===== src/rtl/aes_round_ctrl.sv =====
// aes_round_ctrl: AES-128 encryption round sequencer (load, ARK0, NR x SB/SR/MC/ARK, done).
module aes_round_ctrl #(
  parameter int NR = 10
) (
  input  logic       clk,
  input  logic       rst,
  input  logic       start_i,
  input  logic       hold_i,
  input  logic       abort_i,
  output logic       busy_o,
  output logic       done_o,
  output logic       load_o,
  output logic       sb_en_o,
  output logic       sr_en_o,
  output logic       mc_en_o,
  output logic       ark_en_o,
  output logic       key_step_o,
  output logic [3:0] round_o,
  output logic [7:0] rcon_o
);
  localparam logic [2:0] IDLE = 3'd0;
  localparam logic [2:0] LOAD = 3'd1;
  localparam logic [2:0] ARK0 = 3'd2;
  localparam logic [2:0] SB   = 3'd3;
  localparam logic [2:0] SR   = 3'd4;
  localparam logic [2:0] MC   = 3'd5;
  localparam logic [2:0] ARK  = 3'd6;
  localparam logic [2:0] DONE = 3'd7;
  localparam logic [3:0] LAST = 4'(NR);
  logic [2:0] state, state_nxt;
  logic [3:0] round, round_nxt;
  logic       act;
  always_comb begin
    state_nxt = state;
    round_nxt = round;
    case (state)
      IDLE: state_nxt = start_i ? LOAD : IDLE;
      LOAD: begin
        state_nxt = ARK0;
        round_nxt = 4'd0;
      end
      ARK0: begin
        state_nxt = SB;
        round_nxt = 4'd1;
      end
      SB:  state_nxt = SR;
      SR:  state_nxt = (round == LAST) ? ARK : MC;
      MC:  state_nxt = ARK;
      ARK: begin
        state_nxt = (round < LAST) ? SB : DONE;
        round_nxt = (round < LAST) ? round + 4'd1 : round;
      end
      default: begin
        state_nxt = IDLE;
        round_nxt = 4'd0;
      end
    endcase
    if (hold_i) begin
      state_nxt = state;
      round_nxt = round;
    end
    if (abort_i) begin
      state_nxt = IDLE;
      round_nxt = 4'd0;
    end
  end
  always_ff @(posedge clk or posedge rst) begin
    if (rst) begin
      state <= IDLE;
      round <= 4'd0;
    end else begin
      state <= state_nxt;
      round <= round_nxt;
    end
  end
  // a held sequencer drives no datapath strobes at all
  assign act        = !hold_i;
  assign busy_o     = state != IDLE;
  assign done_o     = act && state == DONE;
  assign load_o     = act && state == LOAD;
  assign ark_en_o   = act && (state == ARK0 || state == ARK);
  assign sb_en_o    = act && state == SB;
  assign sr_en_o    = act && state == SR;
  assign mc_en_o    = act && state == MC;
  assign key_step_o = act && state == SR;
  assign round_o    = round;
  always_comb begin
    case (round)
      4'd1:    rcon_o = 8'h01;
      4'd2:    rcon_o = 8'h02;
      4'd3:    rcon_o = 8'h04;
      4'd4:    rcon_o = 8'h08;
      4'd5:    rcon_o = 8'h10;
      4'd6:    rcon_o = 8'h20;
      4'd7:    rcon_o = 8'h40;
      4'd8:    rcon_o = 8'h80;
      4'd9:    rcon_o = 8'h1b;
      4'd10:   rcon_o = 8'h36;
      default: rcon_o = 8'h00;
    endcase
  end
endmodule


===== config.mk =====
export PLATFORM = sky130hd
export DESIGN_NAME = aes_round_ctrl
export DESIGN_NICKNAME = d
export VERILOG_FILES = /design/src/rtl/aes_round_ctrl.sv
export SDC_FILE = /design/constraint.sdc
export NUM_CORES = 1
export LEC_CHECK = 0
export ABC_AREA = 1
export BUFFER_PORTS_ARGS = -buffer_cell sky130_fd_sc_hd__buf_2
export CAP_MARGIN = 30
export CORE_UTILIZATION = 50
export CTS_CLUSTER_DIAMETER = 120
export DETAILED_ROUTE_END_ITERATION = 8
export PLACE_DENSITY = 0.89
export SLEW_MARGIN = 20
export SYNTH_ARGS = -nofsm -noshare
export SYNTH_HDL_FRONTEND = slang
export SYNTH_SLANG_ARGS = --single-unit

===== constraint.sdc =====
create_clock -name clk -period 3.5 [get_ports clk]
set_input_delay 0.525 -clock clk [delete_from_list [all_inputs] [get_ports clk]]
set_output_delay 0.525 -clock clk [all_outputs]
set_load 0.03 [all_outputs]

==> results of run 1 <==
[cells by family after synthesis]
| logic type | after synthesis | synth area share (%) |
|---|---|---|
| simple gates | 64 | 43.0 |
| flops | 7 | 25.6 |
| xor+xnor | 1 | 1.28 |
| compound gates | 8 | 6.40 |
| fa+ha+maj | 6 | 11.0 |
| buf+inv | 20 | 12.8 |
[flip-flops by register name (all words and copies together) (netlist names)]
name and count:
state 3, round_o 4
[layer usage]
| metal | part of all wire [%] | track usage [%] | vias to the layer above |
|---|---|---|---|
| met3 | 5.4 | 0 | 0 |
| met5 | 0 | 0 | - |
| li1 | - | - | 390 |
| met2 | 48 | 35.8 | 25 |
| met4 | 0 | 7.76 | 0 |
| met1 | 46 | 29.5 | 330 |
[worst max-delay path, cell delays in order (launching register included)]
cell	delay, ns
dfrtp_1	0.46
inv_1	0.10
ha_1	0.30
inv_1	0.05
o22ai_1	0.14
buf_2	0.22
[final cells by class]
class	count	area, µm²	area share [%]
clock buffer	4	26.3	3.19
inverter	17	63.8	7.74
multi-input combinational	79	422	51.1
sequential	7	175	21.2
tap	14	17.5	2.12
timing repair buffer	24	120	14.6
[synthesized netlist by cell type]
cell and n:
nand2_1 24, o22ai_1 1, ha_1 6, a21boi_0 1
nor3_1 2, xor2_1 1, nor2_4 1, nand3_2 3
buf_4 1, dfrtp_1 7, inv_1 15, nor2_1 16
o21ai_0 5, nor4_1 2, a21oi_1 1, inv_2 2
buf_6 1, buf_2 1, nand3_1 16
[worst paths after layout]
path / start / cells after the start / endpoint
min reg2reg: state[2] / 2 / state[2]
max in group asynchronous: rst / 2 / round_o[1]
min in group clk: abort_i / 4 / state[0]
max reg2reg: state[1] / 5 / round_o[3]
max: round_o[1] / 5 / rcon_o[4]
min: rst / 2 / round_o[2]
[metrics by stage]
step / util [%] / power (µW) / hold WS [ns] / worst slack (ns) / area, µm²
floorplan: - / 113 / 0.328 / 1.01 / 684
detailed placement: 67.3 / 120 / 0.451 / 1.72 / 798
global placement: 67.3 / 120 / 0.448 / 1.78 / 798
global route: 69.5 / 199 / 0.216 / 1.36 / 825
finish: 69.5 / 187 / 0.195 / 1.47 / 825
CTS: 69.5 / 191 / 0.191 / 1.45 / 825
[report_power, final]
part / switching [µW] / internal, µW / total (µW) / leakage (µW)
Combinational: 22.4 / 9.85 / 32.2 / 0.000391
Clock: 24.0 / 43.1 / 67.2 / 0.0000150
Sequential: 4.34 / 82.9 / 87.2 / 0.0000970
==> impl_metrics.py, run 1 <==
metrics = {
    "cts": {
        "clock-sinks": 7,
        "clk_pin_slew_ns": 0.04,
        "post_cts_buffers": 0,
        "cts_buffers": 3,
        "insertion_delay_ns": 0.24,
        "root_buffer": "clkbuf_4",
        "cts-hold-fix-buffers": 0,
        "cts_tree": "done",
        "post_cts_resize_count": 0,
        "clk_path_buf_depth": 2,
        "htree_num_levels": 1,
    },
    "critical_path": {
        "worst-endpoint-arrival_ns": 1.50,
        "crit_fanout": 8,
        "end_kind": "primary output",
        "worstSetupPathType": "reg -> out",
        "cp.required_ns": 2.97,
        "r2r_slack_ns": 2.23,
        "start_kind": "register",
    },
    "final_layout": {
        "syn_to_final_growth_pct": 20.5,
        "final_cells": 145,
        "drive_above_1_share_pct": 25.2,
        "fin_nets": 143,
        "antenna_cells": 0,
        "final_cell_mix": "24 x nand2_1, 24 x buf_2, 16 x nand3_1, 16 x nor2_1, 15 x inv_1",
        "fill_cells": 106,
    },
    "sta": {
        "clock_skew_ns": 0.000137,
        "maxSlewViolCount": 0,
        "setup_viol": 0,
        "fin_crit_sh_pct": 58.0,
        "hold_viol": 0,
        "tns_ns": 0,
        "min_period_ns": 2.03,
        "max-slew-margin-rel_pct": 76.9,
        "fmax_ghz": 0.493,
        "grt_setup_unrepaired": "no",
        "tightest_slew_ns": 0.346,
    },
    "placed_design": {
        "dp_hpwl_um": 1160,
        "portBuffers": 24,
        "gp_congestion": 0.898,
        "dp_cells": 141,
    },
    "detailed_routing": {
        "detailroute.via_count": 745,
        "drc": 0,
        "first_pass_iters": 4,
        "drt.antenna.violating_nets": 0,
        "drt_iter0_markers": 29,
        "routed_wl_um": 1420,
        "wl_per_cell_um": 9.77,
        "viasPerCell": 5.14,
    },
    "global_route": {
        "grt_pass1_vias": 575,
        "grt_first_pass_wirelength_um": 2330,
        "gr-usage-all-layers_pct": 21.4,
        "antenna_found_initial": 0,
        "grt_max_degree": 12,
        "grt_remaining_overflow": 0,
    },
    "synth": {
        "syn_nets": 117,
        "netlist_instances": 106,
        "yosysUniqueCellTypes": 19,
        "avgSynthCellArea_um2": 6.46,
        "synth_area_leader_cell": "dfrtp_1",
        "ys_seq_area_share_pct": 25.6,
        "synth.top_cells.by_area": "dfrtp_1 26%, nand2_1 13%, nand3_1 12%",
        "yosys_warnings": 0,
        "netlist_area_um2": 684,
        "synth-seq-cells": 7,
        "synth_top_cell_area_share_pct": 25.6,
    },
    "power": {
        "p_leak_uw": 0.000503,
        "pwr_density_cell_nw_per_um2": 226,
        "max-vdd-ir-drop_mv": 0.165,
    },
    "floorplanning": {
        "initial_utilization_pct": 57.7,
        "row_count": 12,
        "dieHeight_um": 39.0,
        "dieWidth_um": 39.0,
        "die_area_um2": 1520,
        "ios": 25,
        "core_um2": 1190,
    },
    "min_path": {
        "worstHoldPathType": "in -> async",
    },
    "run_status": {
        "status": "complete, no violations",
    },
    "run": {
        "drv_cap": 0,
    },
}
Power figures use the tool's default switching activity.
==> run 2, diff against run 1 <==
--- a/config.mk
+++ b/config.mk
@@ -8,10 +8,10 @@
 export ABC_AREA = 1
 export BUFFER_PORTS_ARGS = -buffer_cell sky130_fd_sc_hd__buf_2
 export CAP_MARGIN = 30
-export CORE_UTILIZATION = 50
+export CORE_UTILIZATION = 47
 export CTS_CLUSTER_DIAMETER = 120
 export DETAILED_ROUTE_END_ITERATION = 8
-export PLACE_DENSITY = 0.89
+export PLACE_DENSITY = 0.84
 export SLEW_MARGIN = 20
 export SYNTH_ARGS = -nofsm -noshare
 export SYNTH_HDL_FRONTEND = slang
==> constraint.sdc (replaced) <==
create_clock -name clk -period 2 [get_ports clk]
set_input_delay 0.3 -clock clk [delete_from_list [all_inputs] [get_ports clk]]
set_output_delay 0.3 -clock clk [all_outputs]
set_load 0.03 [all_outputs]
==> run 2 against run 1 <==
Register-to-register slack got worse by 1.5 ns. First-iteration DRC count decreased by 48%. Critical path depth did not move. Critical endpoint unchanged. Highest routed layer unchanged. Count of clock-buffer cells in the layout stayed put. Sequential cell count unchanged. Final area increased by 2.4%. Core utilization down 6.2 points. Die area up 6.1%. Sequential power increased by 75%.
==> impl_metrics.py, run 2 (synthesis gave the netlist of run 1 again) <==
metrics = {
    "run_status": {
        "status": "complete, no violations",
    },
    "final_layout": {
        "final_cell_mix": "24 x nand2_1, 24 x buf_2, 16 x nand3_1",
        "drive_above_1_share_pct": 26.5,
        "fin_nets": 144,
        "fill_cells": 129,
        "utilization_pct": 63.3,
        "antenna_cells": 0,
        "final_cells": 147,
        "syn_to_final_growth_pct": 23.4,
        "largest_register_ffs": 4,
    },
    "critical_path": {
        "start_kind": "register",
        "cp_cell_sequence": "inv_1 > ha_1 > inv_1 > o22ai_1 > buf_2",
        "r2r_slack_ns": 0.69,
        "critPathLaunch": "round_o[1]",
        "crit_fanout": 8,
        "critPathSlowestCell": "dfrtp_1",
        "worstSetupPathType": "reg -> out",
        "r2r.worst_path.cells": 5,
        "critPathBufInv": 3,
        "crit_path_frequent_cell": "inv_1",
        "reg2reg_from": "state[1]",
        "end_kind": "primary output",
        "cp.required_ns": 1.70,
        "r2r_end": "round_o[2]",
        "crit_path_max_incr_delay_ns": 0.46,
        "worst-endpoint-arrival_ns": 1.54,
        "critical-path-top-delay-family": "flip-flops",
    },
    "detailed_routing": {
        "drt_iter0_markers": 15,
        "drc": 0,
        "first_pass_iters": 4,
        "viasPerCell": 5.10,
        "detailroute.via_count": 750,
        "routed_wl_um": 1520,
        "wl_per_cell_um": 10.3,
        "drt.antenna.violating_nets": 0,
    },
    "cts": {
        "cts-hold-fix-buffers": 1,
        "cts_buffers": 3,
        "clk_path_buf_depth": 2,
        "htree_num_levels": 1,
        "cts_tree": "done",
        "clock-sinks": 7,
        "insertion_delay_ns": 0.24,
        "clk_pin_slew_ns": 0.05,
        "root_buffer": "clkbuf_4",
        "post_cts_buffers": 0,
        "post_cts_resize_count": 0,
    },
    "global_route": {
        "gr-usage-all-layers_pct": 21.7,
        "grt_max_degree": 12,
        "grt_remaining_overflow": 0,
        "grt_pass1_vias": 604,
        "grt_first_pass_wirelength_um": 2410,
        "antenna_found_initial": 0,
    },
    "floorplanning": {
        "core_um2": 1330,
        "initial_utilization_pct": 51.3,
        "dieHeight_um": 40.2,
        "dieWidth_um": 40.2,
        "ios": 25,
        "die_area_um2": 1610,
        "row_count": 13,
    },
    "power": {
        "max-vdd-ir-drop_mv": 0.272,
        "pwr_density_cell_nw_per_um2": 394,
        "p_leak_uw": 0.000507,
        "switching_share_pct": 28.0,
        "finalPower_uw": 332,
        "combinationalPowerShare_pct": 17.8,
        "pwr-share-clk_pct": 36.2,
        "p_int_uw": 239,
        "power.switching_uw": 93.1,
        "seqPwrFrac_pct": 46.0,
    },
    "run": {
        "drv_cap": 0,
    },
    "placed_design": {
        "gp_congestion": 0.836,
        "portBuffers": 24,
        "dp_cells": 142,
        "dp_hpwl_um": 1270,
    },
    "sta": {
        "tightest_slew_ns": 0.353,
        "fin_crit_sh_pct": 91.8,
        "clock_skew_ns": 0.000484,
        "setup_viol": 0,
        "max-slew-margin-rel_pct": 76.5,
        "grt_setup_unrepaired": "no",
        "hold_viol": 0,
        "tns_ns": 0,
        "min_period_ns": 1.84,
        "fmax_ghz": 0.545,
        "maxSlewViolCount": 0,
    },
    "min_path": {
        "min_to": "state[2]",
        "whs_path_depth": 4,
        "worstHoldPathType": "in -> reg",
        "worstHoldStart": "abort_i",
    },
}
run 2: cell count changes in the layout (fill, tap and decap cells not counted), sizes merged:
cell	delta
dlygate4sd3	+1
run 2: worst reg2reg max path, stage by stage, from the launching register on:
cell     delay [ns]
dfrtp_1        0.55
nand3_1        0.21
nor2_1         0.24
nor2_4         0.08
nand3_1        0.07
nand2_1        0.06
run 2: metrics by stage:
| stage | hold slack, ns | worst slack (ns) | area (µm²) |
|---|---|---|---|
| floorplan | 0.103 | 0.128 | 693 |
| global placement | 0.229 | 0.507 | 808 |
| detailed placement | 0.224 | 0.433 | 808 |
| CTS | 0.388 | 0.162 | 845 |
| global route | 0.416 | 0.0513 | 845 |
| finish | 0.396 | 0.164 | 845 |
run 2: worst max-delay path by stage:
stage                           end  slack (ns)  cells after the start
final                     rcon_o[4]        0.16                      5
after global routing      rcon_o[4]        0.05                      5
after CTS                 rcon_o[4]        0.16                      5
after detailed placement  rcon_o[4]        0.43                      5
after global placement    rcon_o[4]        0.51                      5
after floorplan           rcon_o[5]        0.13                      2
run 2: cell type report:
cell class	instances	area (µm²)	share of cell area, %
sequential	7	175	20.7
inverter	17	63.8	7.56
multi-input combinational	79	430	51.0
timing repair buffer	25	130	15.4
clock buffer	4	26.3	3.11
tap	15	18.8	2.22
run 2: power by group through the flow:
stage / Clock, µW / Sequential [µW] / Combinational [µW]
after floorplan: 0 / 152 / 47.6
after global placement: 0 / 155 / 56.4
after global routing: 137 / 153 / 65.6
after CTS: 129 / 152 / 59.1
final: 120 / 153 / 59.1
after detailed placement: 0 / 155 / 57.6
run 2: layer usage:
metal	wire (µm)	vias to the layer above	track usage (%)
li1	-	392	-
met1	688	338	28.9
met2	771	20	37.5
met3	55	0	0
met4	0	0	7.76
met5	0	-	0
==> run 3, diff against run 2 <==
--- a/config.mk
+++ b/config.mk
@@ -8,10 +8,13 @@
 export ABC_AREA = 1
 export BUFFER_PORTS_ARGS = -buffer_cell sky130_fd_sc_hd__buf_2
 export CAP_MARGIN = 30
-export CORE_UTILIZATION = 47
+export CELL_PAD_IN_SITES_DETAIL_PLACEMENT = 1
+export CELL_PAD_IN_SITES_GLOBAL_PLACEMENT = 1
+export CORE_UTILIZATION = 32
 export CTS_CLUSTER_DIAMETER = 120
 export DETAILED_ROUTE_END_ITERATION = 8
-export PLACE_DENSITY = 0.84
+export GPL_TIMING_DRIVEN = 0
+export PLACE_DENSITY = 0.85
 export SLEW_MARGIN = 20
 export SYNTH_ARGS = -nofsm -noshare
 export SYNTH_HDL_FRONTEND = slang
==> run 3 against run 2 <==
Final cell count grew 9.5%. Largest power group unchanged. Sequential power is essentially flat. Final area grew 4.3%. Non-clock buffer count grew 2. Clock skew is essentially flat. Wire length grew 18%. Critical path type unchanged. Setup slack gained 0.033 ns.
==> impl_metrics.py, run 3 (synthesis gave the netlist of run 1 again) <==
metrics = {
    "min_path": {
        "worstHoldPathType": "in -> reg",
    },
    "cts": {
        "clock-sinks": 7,
        "clk_path_buf_depth": 2,
        "cts_tree": "done",
        "htree_num_levels": 1,
        "cts_buffers": 3,
        "clk_pin_slew_ns": 0.05,
        "insertion_delay_ns": 0.24,
        "root_buffer": "clkbuf_4",
        "post_cts_buffers": 0,
    },
    "critical_path": {
        "start_kind": "register",
        "worstSetupPathType": "reg -> out",
        "crit_path_max_incr_delay_ns": 0.44,
        "worst-endpoint-arrival_ns": 1.50,
        "end_kind": "primary output",
        "cp.required_ns": 1.70,
        "crit_path_frequent_cell": "inv_1",
        "cp_cell_sequence": "inv_1 > ha_1 > inv_1 > o22ai_1 > buf_2",
        "critPathSlowestCell": "dfrtp_2",
        "crit_fanout": 7,
    },
    "sta": {
        "fmax_ghz": 0.555,
        "hold_viol": 0,
        "setup_viol": 0,
        "fin_crit_sh_pct": 90.2,
        "min_period_ns": 1.80,
        "maxSlewViolCount": 0,
        "tns_ns": 0,
        "layout_setup_ws_ns": 0.197,
        "tightest_slew_ns": 0.294,
        "grt_setup_unrepaired": "no",
        "clock_skew_ns": 0.000746,
        "max-slew-margin-rel_pct": 80.3,
    },
    "detailed_routing": {
        "first_pass_iters": 4,
        "routed_wl_um": 1790,
        "drc": 0,
        "detailroute.via_count": 749,
        "drt.antenna.violating_nets": 0,
        "drt_iter0_markers": 8,
        "wl_per_cell_um": 11.1,
        "viasPerCell": 4.65,
    },
    "placed_design": {
        "dp_cells": 156,
        "dp_hpwl_um": 1480,
        "portBuffers": 23,
        "gp_congestion": 0.834,
        "dpl_worst_slack_ns": 0.371,
    },
    "global_route": {
        "antenna_found_initial": 0,
        "grt_max_degree": 11,
        "grt_first_pass_wirelength_um": 2660,
        "gr-usage-all-layers_pct": 16.5,
        "grt_pass1_vias": 603,
        "grt_remaining_overflow": 0,
    },
    "power": {
        "pwr_density_cell_nw_per_um2": 382,
        "max-vdd-ir-drop_mv": 0.246,
        "p_leak_uw": 0.000515,
    },
    "run": {
        "drv_cap": 0,
    },
    "floorplanning": {
        "row_count": 16,
        "dieWidth_um": 48.2,
        "core_um2": 1980,
        "dieHeight_um": 48.2,
        "die_area_um2": 2330,
        "initial_utilization_pct": 34.5,
        "ios": 25,
    },
    "final_layout": {
        "drive_above_1_share_pct": 29.1,
        "fin_nets": 146,
        "largest_register_ffs": 4,
        "antenna_cells": 0,
        "final_cells": 161,
        "final_cell_mix": "24 x buf_2, 24 x nand2_1, 16 x nand3_1",
        "syn_to_final_growth_pct": 28.7,
    },
    "run_status": {
        "status": "complete, no violations",
    },
}
==> run 3: changes by cell type in the layout (fill, tap and decap cells not counted), sizes merged <==
cell / previous run / this run
buf: 24 / 26
==> run 3: power by group <==
| part | internal, µW | switching [µW] | total (µW) | leakage, µW |
|---|---|---|---|---|
| clock network | 75.7 | 45.7 | 121 | 0.0000150 |
| registers | 145 | 5.16 | 150 | 0.0000936 |
| logic | 20.9 | 44.2 | 65.0 | 0.000406 |
| total | 242 | 95.1 | 337 | 0.000515 |
==> run 3: final timing paths <==
kind | slack [ns] | to | cells after the start | from
max | 0.20 | rcon_o[4] | 5 | round_o[0]
min | 0.40 | state[0] | 4 | abort_i
max reg2reg | 0.68 | state[1] | 6 | round_o[0]
min reg2reg | 0.64 | round_o[0] | 2 | round_o[0]
max in group asynchronous | 1.27 | round_o[1] | 3 | rst
min in group asynchronous | 0.52 | state[2] | 3 | rst
==> run 3: timing repair <==
action / in CTS / in global routing
hold endpoints to repair: 7 / 0
hold buffers: 1 / 0
gates resized for setup: 0 / 2
setup endpoints to repair: 0 / 1
==> run 3: cell type report <==
class	instances	area, µm²
plain buffers	3	23.8
clock buffers	4	26.3
fillers	286	1100
inverters	17	63.8
multi-input cells	79	430
flip-flops and latches	7	178
well taps	27	33.8
repair buffers	24	125
==> run 3: per-layer routing <==
layer | part of all wire [%] | vias up | GRT usage, %
met4 | 0 | 0 | 6.67
li1 | - | 392 | -
met3 | 3.2 | 0 | 1.11
met5 | 0 | - | 0
met1 | 47 | 342 | 23.6
met2 | 50 | 15 | 25.6
==> run 3: critical path: cells and delay by family, from the launching register on <==
| family | cells | cell delay, ns |
|---|---|---|
| AO/OA/AOI/OAI | 1 | 0.15 |
| adder cells (fa/ha/maj) | 1 | 0.31 |
| buffers and inverters | 3 | 0.36 |
| flip-flops | 1 | 0.44 |
==> run 3: through the flow <==
| stage | power [µW] | area, µm² | hold slack [ns] | utilization, % |
|---|---|---|---|---|
| 2_1_floorplan | 199 | 693 | 0.103 | - |
| 5_1_grt | 364 | 881 | 0.422 | 44.4 |
| 3_5_place_dp | 216 | 842 | 0.233 | 42.5 |
| 4_1_cts | 346 | 878 | 0.394 | 44.3 |
| 3_3_place_gp | 215 | 842 | 0.228 | 42.5 |
| 6_report | 337 | 881 | 0.402 | 44.4 |
